### config.mk
export PLATFORM = sky130hd
export DESIGN_NAME = vga_cell_arbiter
export DESIGN_NICKNAME = d
export VERILOG_FILES = /design/src/rtl/vga_cell_arbiter.sv
export SDC_FILE = /design/constraint.sdc
export NUM_CORES = 1
export LEC_CHECK = 0
export BUFFER_PORTS_ARGS = -buffer_cell sky130_fd_sc_hd__clkbuf_2
export CAP_MARGIN = 10
export CORE_UTILIZATION = 25
export CTS_BUF_LIST = sky130_fd_sc_hd__clkbuf_4 sky130_fd_sc_hd__clkbuf_8
export DETAILED_ROUTE_END_ITERATION = 8
export PLACE_DENSITY = 0.45
export SYNTH_ARGS = -nofsm -noshare
export SYNTH_HDL_FRONTEND = slang
export SYNTH_SLANG_ARGS = --single-unit
### constraint.sdc
create_clock -name clk -period 4.5 [get_ports clk]
set_input_delay 0.45 -clock clk [delete_from_list [all_inputs] [get_ports clk]]
set_output_delay 0.45 -clock clk [all_outputs]
set_load 0.02 [all_outputs]
### src/rtl/vga_cell_arbiter.sv
// Shares one single-port cell RAM between the fixed-schedule text-mode glyph
// fetcher (always wins) and a one-entry buffered host write port.
module vga_cell_arbiter #(
  parameter int COLS     = 80,
  parameter int ROWS     = 40,
  parameter int CELL_H   = 12,
  parameter int H_TOTAL  = 800,
  parameter int V_TOTAL  = 525,
  parameter int H_ACTIVE = 640,
  parameter int V_ACTIVE = 480
) (
  input  logic        clk,
  input  logic        reset,
  input  logic [9:0]  hpos,
  input  logic [9:0]  vpos,
  input  logic        host_valid,
  input  logic [11:0] host_addr,
  input  logic [7:0]  host_data,
  output logic        host_ready,
  output logic        host_err,
  output logic [11:0] mem_addr,
  output logic        mem_re,
  output logic        mem_we,
  output logic [7:0]  mem_wdata,
  input  logic [7:0]  mem_rdata,
  output logic [7:0]  glyph_code,
  output logic        glyph_valid
);

  localparam int LW = (CELL_H > 1) ? $clog2(CELL_H) : 1;
  localparam logic [9:0]    H_LAST      = 10'(H_TOTAL - 1);
  localparam logic [9:0]    V_LAST      = 10'(V_TOTAL - 1);
  localparam logic [9:0]    H_COL0_SLOT = 10'(H_TOTAL - 8);
  localparam logic [9:0]    H_LINE_ADV  = 10'(H_TOTAL - 16);
  localparam logic [9:0]    H_FETCH_END = 10'(H_ACTIVE - 8);
  localparam logic [9:0]    H_CELL_END  = 10'(H_ACTIVE - 1);
  localparam logic [9:0]    V_ACT       = 10'(V_ACTIVE);
  localparam logic [11:0]   CELL_COUNT  = 12'(COLS * ROWS);
  localparam logic [11:0]   ROW_STEP    = 12'(COLS);
  localparam logic [LW-1:0] LIC_LAST    = LW'(CELL_H - 1);

  logic [11:0]   row_base_reg;
  logic [LW-1:0] line_in_cell_reg;
  logic          hold_full_reg;
  logic [11:0]   hold_addr_reg;
  logic [7:0]    hold_data_reg;
  logic          rd_pend_reg;
  logic [7:0]    pending_reg;
  logic          host_err_reg;
  logic [11:0]   mem_addr_reg;
  logic          mem_re_reg;
  logic          mem_we_reg;
  logic [7:0]    mem_wdata_reg;
  logic [7:0]    glyph_code_reg;
  logic          glyph_valid_reg;

  logic          last_h;
  logic          last_v;
  logic [9:0]    v_adv;
  logic [9:0]    h_next;
  logic [9:0]    v_next;
  logic          slot_next;
  logic [6:0]    col_next;
  logic [11:0]   fetch_addr;
  logic          drain;
  logic          hold_ok;
  logic          cell_active;

  // Strobes are registered, so the schedule is decoded for the position the
  // counters will hold in the coming cycle.
  always_comb begin
    last_h      = (hpos == H_LAST);
    last_v      = (vpos == V_LAST);
    v_adv       = last_v ? 10'd0 : vpos + 10'd1;
    h_next      = last_h ? 10'd0 : hpos + 10'd1;
    v_next      = last_h ? v_adv : vpos;
    slot_next   = (h_next[2:0] == 3'd0)
                  && ((h_next < H_FETCH_END) || (h_next == H_COL0_SLOT))
                  && ((v_next < V_ACT) || (v_next == V_LAST));
    col_next    = (h_next == H_COL0_SLOT) ? 7'd0 : h_next[9:3] + 7'd1;
    fetch_addr  = row_base_reg + {5'd0, col_next};
    drain       = hold_full_reg && !slot_next;
    hold_ok     = (hold_addr_reg < CELL_COUNT);
    cell_active = last_h ? (v_adv < V_ACT)
                         : ((hpos < H_CELL_END) && (vpos < V_ACT));
  end

  always_ff @(posedge clk) begin
    if (reset) begin
      row_base_reg     <= '0;
      line_in_cell_reg <= '0;
      hold_full_reg    <= 1'b0;
      hold_addr_reg    <= '0;
      hold_data_reg    <= '0;
      rd_pend_reg      <= 1'b0;
      pending_reg      <= '0;
      host_err_reg     <= 1'b0;
      mem_addr_reg     <= '0;
      mem_re_reg       <= 1'b0;
      mem_we_reg       <= 1'b0;
      mem_wdata_reg    <= '0;
      glyph_code_reg   <= '0;
      glyph_valid_reg  <= 1'b0;
    end else begin
      if (hpos == H_LINE_ADV) begin
        if (v_adv == 10'd0) begin
          line_in_cell_reg <= '0;
          row_base_reg     <= '0;
        end else if (v_adv < V_ACT) begin
          if (line_in_cell_reg == LIC_LAST) begin
            line_in_cell_reg <= '0;
            row_base_reg     <= row_base_reg + ROW_STEP;
          end else begin
            line_in_cell_reg <= line_in_cell_reg + 1'b1;
          end
        end
      end

      mem_re_reg <= 1'b0;
      mem_we_reg <= 1'b0;
      if (slot_next) begin
        mem_re_reg   <= 1'b1;
        mem_addr_reg <= fetch_addr;
      end else if (drain) begin
        if (hold_ok) begin
          mem_we_reg    <= 1'b1;
          mem_addr_reg  <= hold_addr_reg;
          mem_wdata_reg <= hold_data_reg;
        end else begin
          host_err_reg <= 1'b1;
        end
      end

      // Accept and drain are exclusive: a full holding register blocks the host.
      if (hold_full_reg) begin
        if (!slot_next) hold_full_reg <= 1'b0;
      end else if (host_valid) begin
        hold_full_reg <= 1'b1;
        hold_addr_reg <= host_addr;
        hold_data_reg <= host_data;
      end

      rd_pend_reg <= mem_re_reg;
      if (rd_pend_reg) pending_reg <= mem_rdata;

      if (hpos[2:0] == 3'd7) begin
        glyph_code_reg  <= pending_reg;
        glyph_valid_reg <= cell_active;
      end
    end
  end

  assign host_ready  = ~hold_full_reg;
  assign host_err    = host_err_reg;
  assign mem_addr    = mem_addr_reg;
  assign mem_re      = mem_re_reg;
  assign mem_we      = mem_we_reg;
  assign mem_wdata   = mem_wdata_reg;
  assign glyph_code  = glyph_code_reg;
  assign glyph_valid = glyph_valid_reg;

endmodule

==> flow_summary.toml, run 1 <==
[floorplan]
die_w_um = 132.2
ios = 84
die_area_um2 = 17470
fp.coreArea_um2 = 16580
die_y_um = 132.2
initial_core_util_pct = 25.55
rows = 47

[power_and_ir_drop]
leakagePower_nw = 1.940
p_clk_share_pct = 37.8
seqPwrFrac_pct = 48.0
power.internal_mw = 1.009
p_sw_share_pct = 29.19
irDropWorstVdd_uv = 164.7
power_mw = 1.424
power-per-cell-area_nw_per_um2 = 282.7
power_switching_mw = 0.4158
pwr-share-comb_pct = 14.3

[critical_path]
cp_slowest_cell = "a2111o_1"
r2r_slack_ns = 1.87
cp-end-kind = "flop"
crit_type = "primary input to flop"
crit_fanout = 7
required_ns = 4.78
cp-start-kind = "primary input"
cp_num_buf_inv = 2
worstPathArrival_ns = 3.88
critPathTopFamily = "compound AO/OA/AOI/OAI gates"
slowest_delay_ns = 0.46
crit_chain = "clkbuf_2 -> nand2_1 -> inv_1 -> ha_1 -> and3b_1 -> a21oi_1 -> a2111o_1 -> nor3_1 -> nor2_1 -> ha_1 -> a21o_1 -> a21oi_1 -> o32ai_1 -> xnor2_1 -> a2111oi_2"

[logic_synthesis]
synthCells = 515
yosysTopAreaCell = "dfxtp_1"
yosysUniqueCellTypes = 76
synth_area_leaders = "dfxtp_1 35%, nand2_1 8.9%, mux2i_1 8.3%"
syn_area_per_cell_um2 = 8.226
synth_area_um2 = 4237
synth-seq-cells = 74
synth_enable_flop_cells = 0
synthFlopType = "dfxtp_1"
syn_nets = 576
async_reset_ff_share_pct = 0
ys_warn_count = 0
synth_top_area_share_pct = 34.97
yosysSeqAreaShare_pct = 34.97

[clocking]
clk_latency_ns = 0.37
cts.sinks = 74
cts.clk_slew.worst_paths_ns = 0.09
htreeDepth = 3
ctsHoldBuffers = 0
cts-root-buf = "clkbuf_8"
cts_buffers = 9
tritoncts = "done"
post-cts-setup-buffers = 0
ctsResizeCount = 0
cts_buffer_depth = 2

[final_layout]
area_growth_syn_to_layout_pct = 18.93
fin_nets = 645
diodes = 0
final_cell_mix = "101 x nand2_1, 83 x clkbuf_2, 74 x dfxtp_1, 37 x nor2_1"
layout_commonest_cell = "nand2_1"
final_layout_size_suffix_gt1_share_pct = 21.39

[timing]
hold_slack_ns = 0.2918
period_needed_ns = 3.604
tns_ns = 0
rsz0062_at_grt = "no"
slew_headroom_pct = 35.05
period_share_pct = 80.09
report.final.setup_viol = 0
fin_ws_ns = 0.8958
finalHoldViolations = 0
slew_violations = 0
fmax_ghz = 0.2775
tightest_slew_ns = 0.9732
finClkSkew_ns = 0.01348

[global_routing]
antenna_found_initial = 0
grt_pass1_vias = 3861
track_usage_pct = 13.92
grt_max_degree = 59
gr-total-overflow = 0
grt_pass1_wl_mm = 19.50

[placement]
pre_cts_ws_ns = 0.5251
gp_congestion = 0.8209
hpwlAfterDp_mm = 8.645
port-buffer-count = 83

[detailed_routing]
drt_iter0_drc = 150
drc = 0
drt-pass1-iter-count = 4
via_count = 3981
routed_wl_mm = 11.67
avgViaCountPerCell = 4.921
wl_per_cell_um = 14.43
final_antenna_net_count = 0

[run_status]
status = "complete, no violations"

[flow_run]
cap_violations = 0

[hold_path]
hold_path.class = "primary input to flop"
-- power groups by stage --
| stage | clock (mW) | combinational, mW | sequential, mW |
|---|---|---|---|
| after floorplan | 0 | 0.125 | 0.703 |
| after global placement | 0 | 0.201 | 0.698 |
| after detailed placement | 0 | 0.204 | 0.699 |
| after CTS | 0.560 | 0.205 | 0.683 |
| after global routing | 0.591 | 0.226 | 0.686 |
| final | 0.538 | 0.203 | 0.683 |
-- cell families after synthesis --
group,Yosys count,synth area share (%)
AOI/OAI and AO/OA,109,18.84
xor gates and xnor gates,11,2.274
adders and majority gates,11,3.190
buffers and inverters,41,3.810
DFF,74,34.97
muxes,45,10.93
other,1,0.08852
and+or+nand+nor,223,25.90
-- metal layers --
layer,vias up,GRT usage (%),part of all wire [%]
met1,1863,18.35,48
met2,93,21.99,45
met3,15,3.191,5.5
met5,-,0,0
li1,2010,-,-
met4,0,5.428,1.6
-- worst paths after layout --
kind	from	endpoint	cells past startpoint
hold / removal	host_data[1]	hold_data_reg[1]	3
setup reg to reg	hold_addr_reg[8]	mem_wdata[3]	6
setup / recovery	hpos[1]	mem_addr[8]	15
hold reg to reg	hold_addr_reg[2]	hold_addr_reg[2]	2
-- per-stage QoR --
| stage | instance area, um^2 | utilization [%] | cells |
|---|---|---|---|
| final | 5039 | 30.38 | 809 |
| after global routing | 5039 | 30.38 | 809 |
| after CTS | 5039 | 30.38 | 809 |
| after detailed placement | 4837 | 29.17 | 793 |
| after global placement | 4837 | 29.17 | 793 |
| after floorplan | 4237 | - | 515 |
-- final cells by class --
class                   count  area [um^2]
inverters                  13        48.80
multi-input cells         400         2594
repair buffers             86        437.9
fillers                  1832        11540
flip-flops and latches     74         1481
clock inverters             7        77.57
well taps                 220        275.3
clock buffers               9        123.9
-- tightest hold or removal path, cell delays in order --
cell and delay [ns]:
clkbuf_2 0.08, nand2_1 0.04, a21oi_1 0.05
-- Yosys cell counts (8+ instances only) --
library cell	n
ha_1	10
mux2i_1	35
or3_1	8
inv_1	13
clkbuf_1	23
nor3_1	10
mux2_2	8
dfxtp_1	74
nor2_1	37
a21oi_1	35
nand2_1	101
nand4_1	11
nand3_1	22
o21ai_0	13
Power figures use the tool's default switching activity.
==> run 2, diff against run 1 <==
--- a/config.mk
+++ b/config.mk
@@ -5,6 +5,7 @@
 export SDC_FILE = /design/constraint.sdc
 export NUM_CORES = 1
 export LEC_CHECK = 0
+export ABC_AREA = 1
 export BUFFER_PORTS_ARGS = -buffer_cell sky130_fd_sc_hd__clkbuf_2
 export CAP_MARGIN = 10
 export CORE_UTILIZATION = 25
==> constraint.sdc (replaced) <==
create_clock -name clk -period 3.5 [get_ports clk]
set_input_delay 0.35 -clock clk [delete_from_list [all_inputs] [get_ports clk]]
set_output_delay 0.35 -clock clk [all_outputs]
set_load 0.02 [all_outputs]
==> run 2 against run 1 <==
- cell count increased by 20%
- die area increased by 0.79%
- worst setup slack got worse by 0.18 ns
- wire length decreased by 0.63%
- largest cell class unchanged
- clock skew decreased by 0.0071 ns
- sequential power increased by 33%
- clock power increased by 55%
- synthesized area increased by 0.80%
- critical path depth increased by 5
- sequential cell count unchanged
- worst hold slack got worse by 0.070 ns
==> flow_summary.toml, run 2 <==
[run_status]
status = "complete, no violations"

[final_layout]
multiInputGateArea_um2 = 2419
final-seq-area_um2 = 1481
area_growth_syn_to_layout_pct = 20.42
diodes = 0
final_cell_mix = "143 x nand2_1, 141 x nor2_1, 83 x clkbuf_2, 76 x inv_1, 74 x dfxtp_1"
fin_nets = 804
final_layout_size_suffix_gt1_share_pct = 16.71
nFillCells = 1945
final_area_um2 = 5142
layout_commonest_cell = "nand2_1"

[logic_synthesis]
yosysTopAreaCell = "dfxtp_1"
yosysUniqueCellTypes = 34
synthMuxAreaShare_pct = 0
synthCells = 665
synth_compound_area_share_pct = 9.962
synth_common_cells = "143 x nand2_1, 141 x nor2_1, 76 x inv_1"
synth_top_family_by_area = "simple AND/OR/NAND/NOR gates"
synth_top_area_share_pct = 34.69
synth_enable_flop_cells = 0
synth_most_common_cell = "nand2_1"
synth_area_leaders = "dfxtp_1 35%, nand2_1 13%, nor2_1 12%"
ys_warn_count = 0
yosysSeqAreaShare_pct = 34.69
synth_area_um2 = 4270
syn_nets = 726
synth-seq-cells = 74
synth_fa_ha_area_share_pct = 2.930
synthFlopType = "dfxtp_1"
async_reset_ff_share_pct = 0
yosys.area_share.simple_pct = 40.79
synth_xor_area_share_pct = 2.871
syn_area_per_cell_um2 = 6.422

[critical_path]
timing.rr.start = "hold_addr_reg[8]"
crit_type = "primary input to flop"
required_ns = 3.78
cp-start-kind = "primary input"
worstPathArrival_ns = 3.06
r2r_slack_ns = 1.30
cp-startpoint = "hpos[1]"
reg2regPathDepth = 6
cp-end-kind = "flop"
crit_fanout = 6
regToRegEndpoint = "mem_addr[8]"

[timing]
tns_ns = 0
period_needed_ns = 2.783
slew_headroom_pct = 60.68
period_share_pct = 79.51
slew_violations = 0
tightest_slew_ns = 0.5892
report.final.setup_viol = 0
finClkSkew_ns = 0.006419
fmax_ghz = 0.3594
finalHoldViolations = 0
rsz0062_at_grt = "no"

[power_and_ir_drop]
irDropWorstVdd_uv = 196.1
power-per-cell-area_nw_per_um2 = 399.2
leakagePower_nw = 2.541

[detailed_routing]
wl_per_cell_um = 11.98
drt_iter0_drc = 202
drt-pass1-iter-count = 4
routed_wl_mm = 11.60
drc = 0
via_count = 4184
final_antenna_net_count = 0
avgViaCountPerCell = 4.322

[clocking]
ctsResizeCount = 0
htreeDepth = 3
clk_latency_ns = 0.35
ctsHoldBuffers = 0
cts.sinks = 74
post-cts-setup-buffers = 0
cts.clk_slew.worst_paths_ns = 0.08
cts-root-buf = "clkbuf_8"
cts_buffer_depth = 2
tritoncts = "done"
cts_buffers = 9

[hold_path]
hp-start = "mem_rdata[2]"
hold_path.class = "primary input to flop"
hold_end = "pending_reg[2]"
min_path_cells = 3

[placement]
hpwlAfterDp_mm = 8.887
place_area_um2 = 4891
gp_congestion = 0.7645
port-buffer-count = 83

[floorplan]
ios = 84
initial_core_util_pct = 25.66
die_y_um = 132.7
rows = 47
fp.coreArea_um2 = 16640
die_w_um = 132.7
die_area_um2 = 17610

[flow_run]
cap_violations = 0

[global_routing]
grt_pass1_wl_mm = 19.48
antenna_found_initial = 0
gr-total-overflow = 0
track_usage_pct = 13.65
grt_max_degree = 42
grt_pass1_vias = 4065
==> run 2: critical path: stages <==
cell and delay (ns):
clkbuf_2 0.12, nand2_2 0.15, inv_1 0.06, ha_1 0.27
or2_1 0.27, nand2_4 0.11, nand3_2 0.08, nor2_4 0.14
nand2_4 0.08, inv_1 0.07, nor2_1 0.05, ha_1 0.32
a21oi_1 0.11, o21bai_1 0.30, nand2_1 0.13, o21ai_0 0.17
nand2_1 0.06, nand2_1 0.06, nand2_1 0.05, a21oi_1 0.11
==> run 2: report_power, final <==
| part | internal (mW) | switching (mW) |
|---|---|---|
| Sequential | 0.884 | 0.0218 |
| Clock | 0.511 | 0.321 |
| Combinational | 0.105 | 0.210 |
| Total | 1.50 | 0.553 |
==> run 2: metrics by stage <==
stage          utilization (%)  instances  hold WS, ns  power, mW  setup WS, ns
4_1_cts                  30.90        968       0.1973      2.089        0.7164
3_3_place_gp             29.39        952       0.4437      1.245        0.4311
5_1_grt                  30.90        968       0.2144      2.169        0.3283
6_report                 30.90        968       0.2218      2.053        0.7173
2_1_floorplan                -        665       0.4302      1.133        0.7565
3_5_place_dp             29.39        952       0.4442      1.245        0.3659
==> run 2: final cells by class <==
cell class                 instances  area share (%)
clock inverter                     4           1.922
inverter                          76           5.547
tap                              220           5.353
clock buffer                      12           2.968
timing repair buffer              85           8.370
multi-input combinational        497           47.03
sequential                        74           28.81
==> run 2: kinds of logic (layout without fill, tap and decap cells) <==
group / after synthesis / count (layout)
other cells: 1 / 1
xor+xnor: 14 / 14
compound gates: 82 / 82
buf+inv: 94 / 177
fa+ha+maj: 10 / 10
flops: 74 / 74
simple gates: 390 / 390
==> run 2: metal layers <==
metal  share of wire [%]  global-route usage (%)  vias to the layer above  wire length [um]
met1                  51                   18.25                     1839              5891
met4                 1.1                   3.321                        0               128
met3                 2.5                   2.874                       12               293
met2                  46                   22.31                       51              5284
met5                   0                       0                        -                 0
li1                    -                       -                     2282                 -
==> run 2: worst max path at each step <==
stage,endpoint,slack [ns],cells past startpoint
floorplan,mem_addr[9],0.76,19
global placement,mem_addr[9],0.43,20
detailed placement,mem_addr[9],0.37,20
CTS,mem_addr[9],0.72,20
global route,mem_addr[9],0.33,20
finish,mem_addr[9],0.72,20
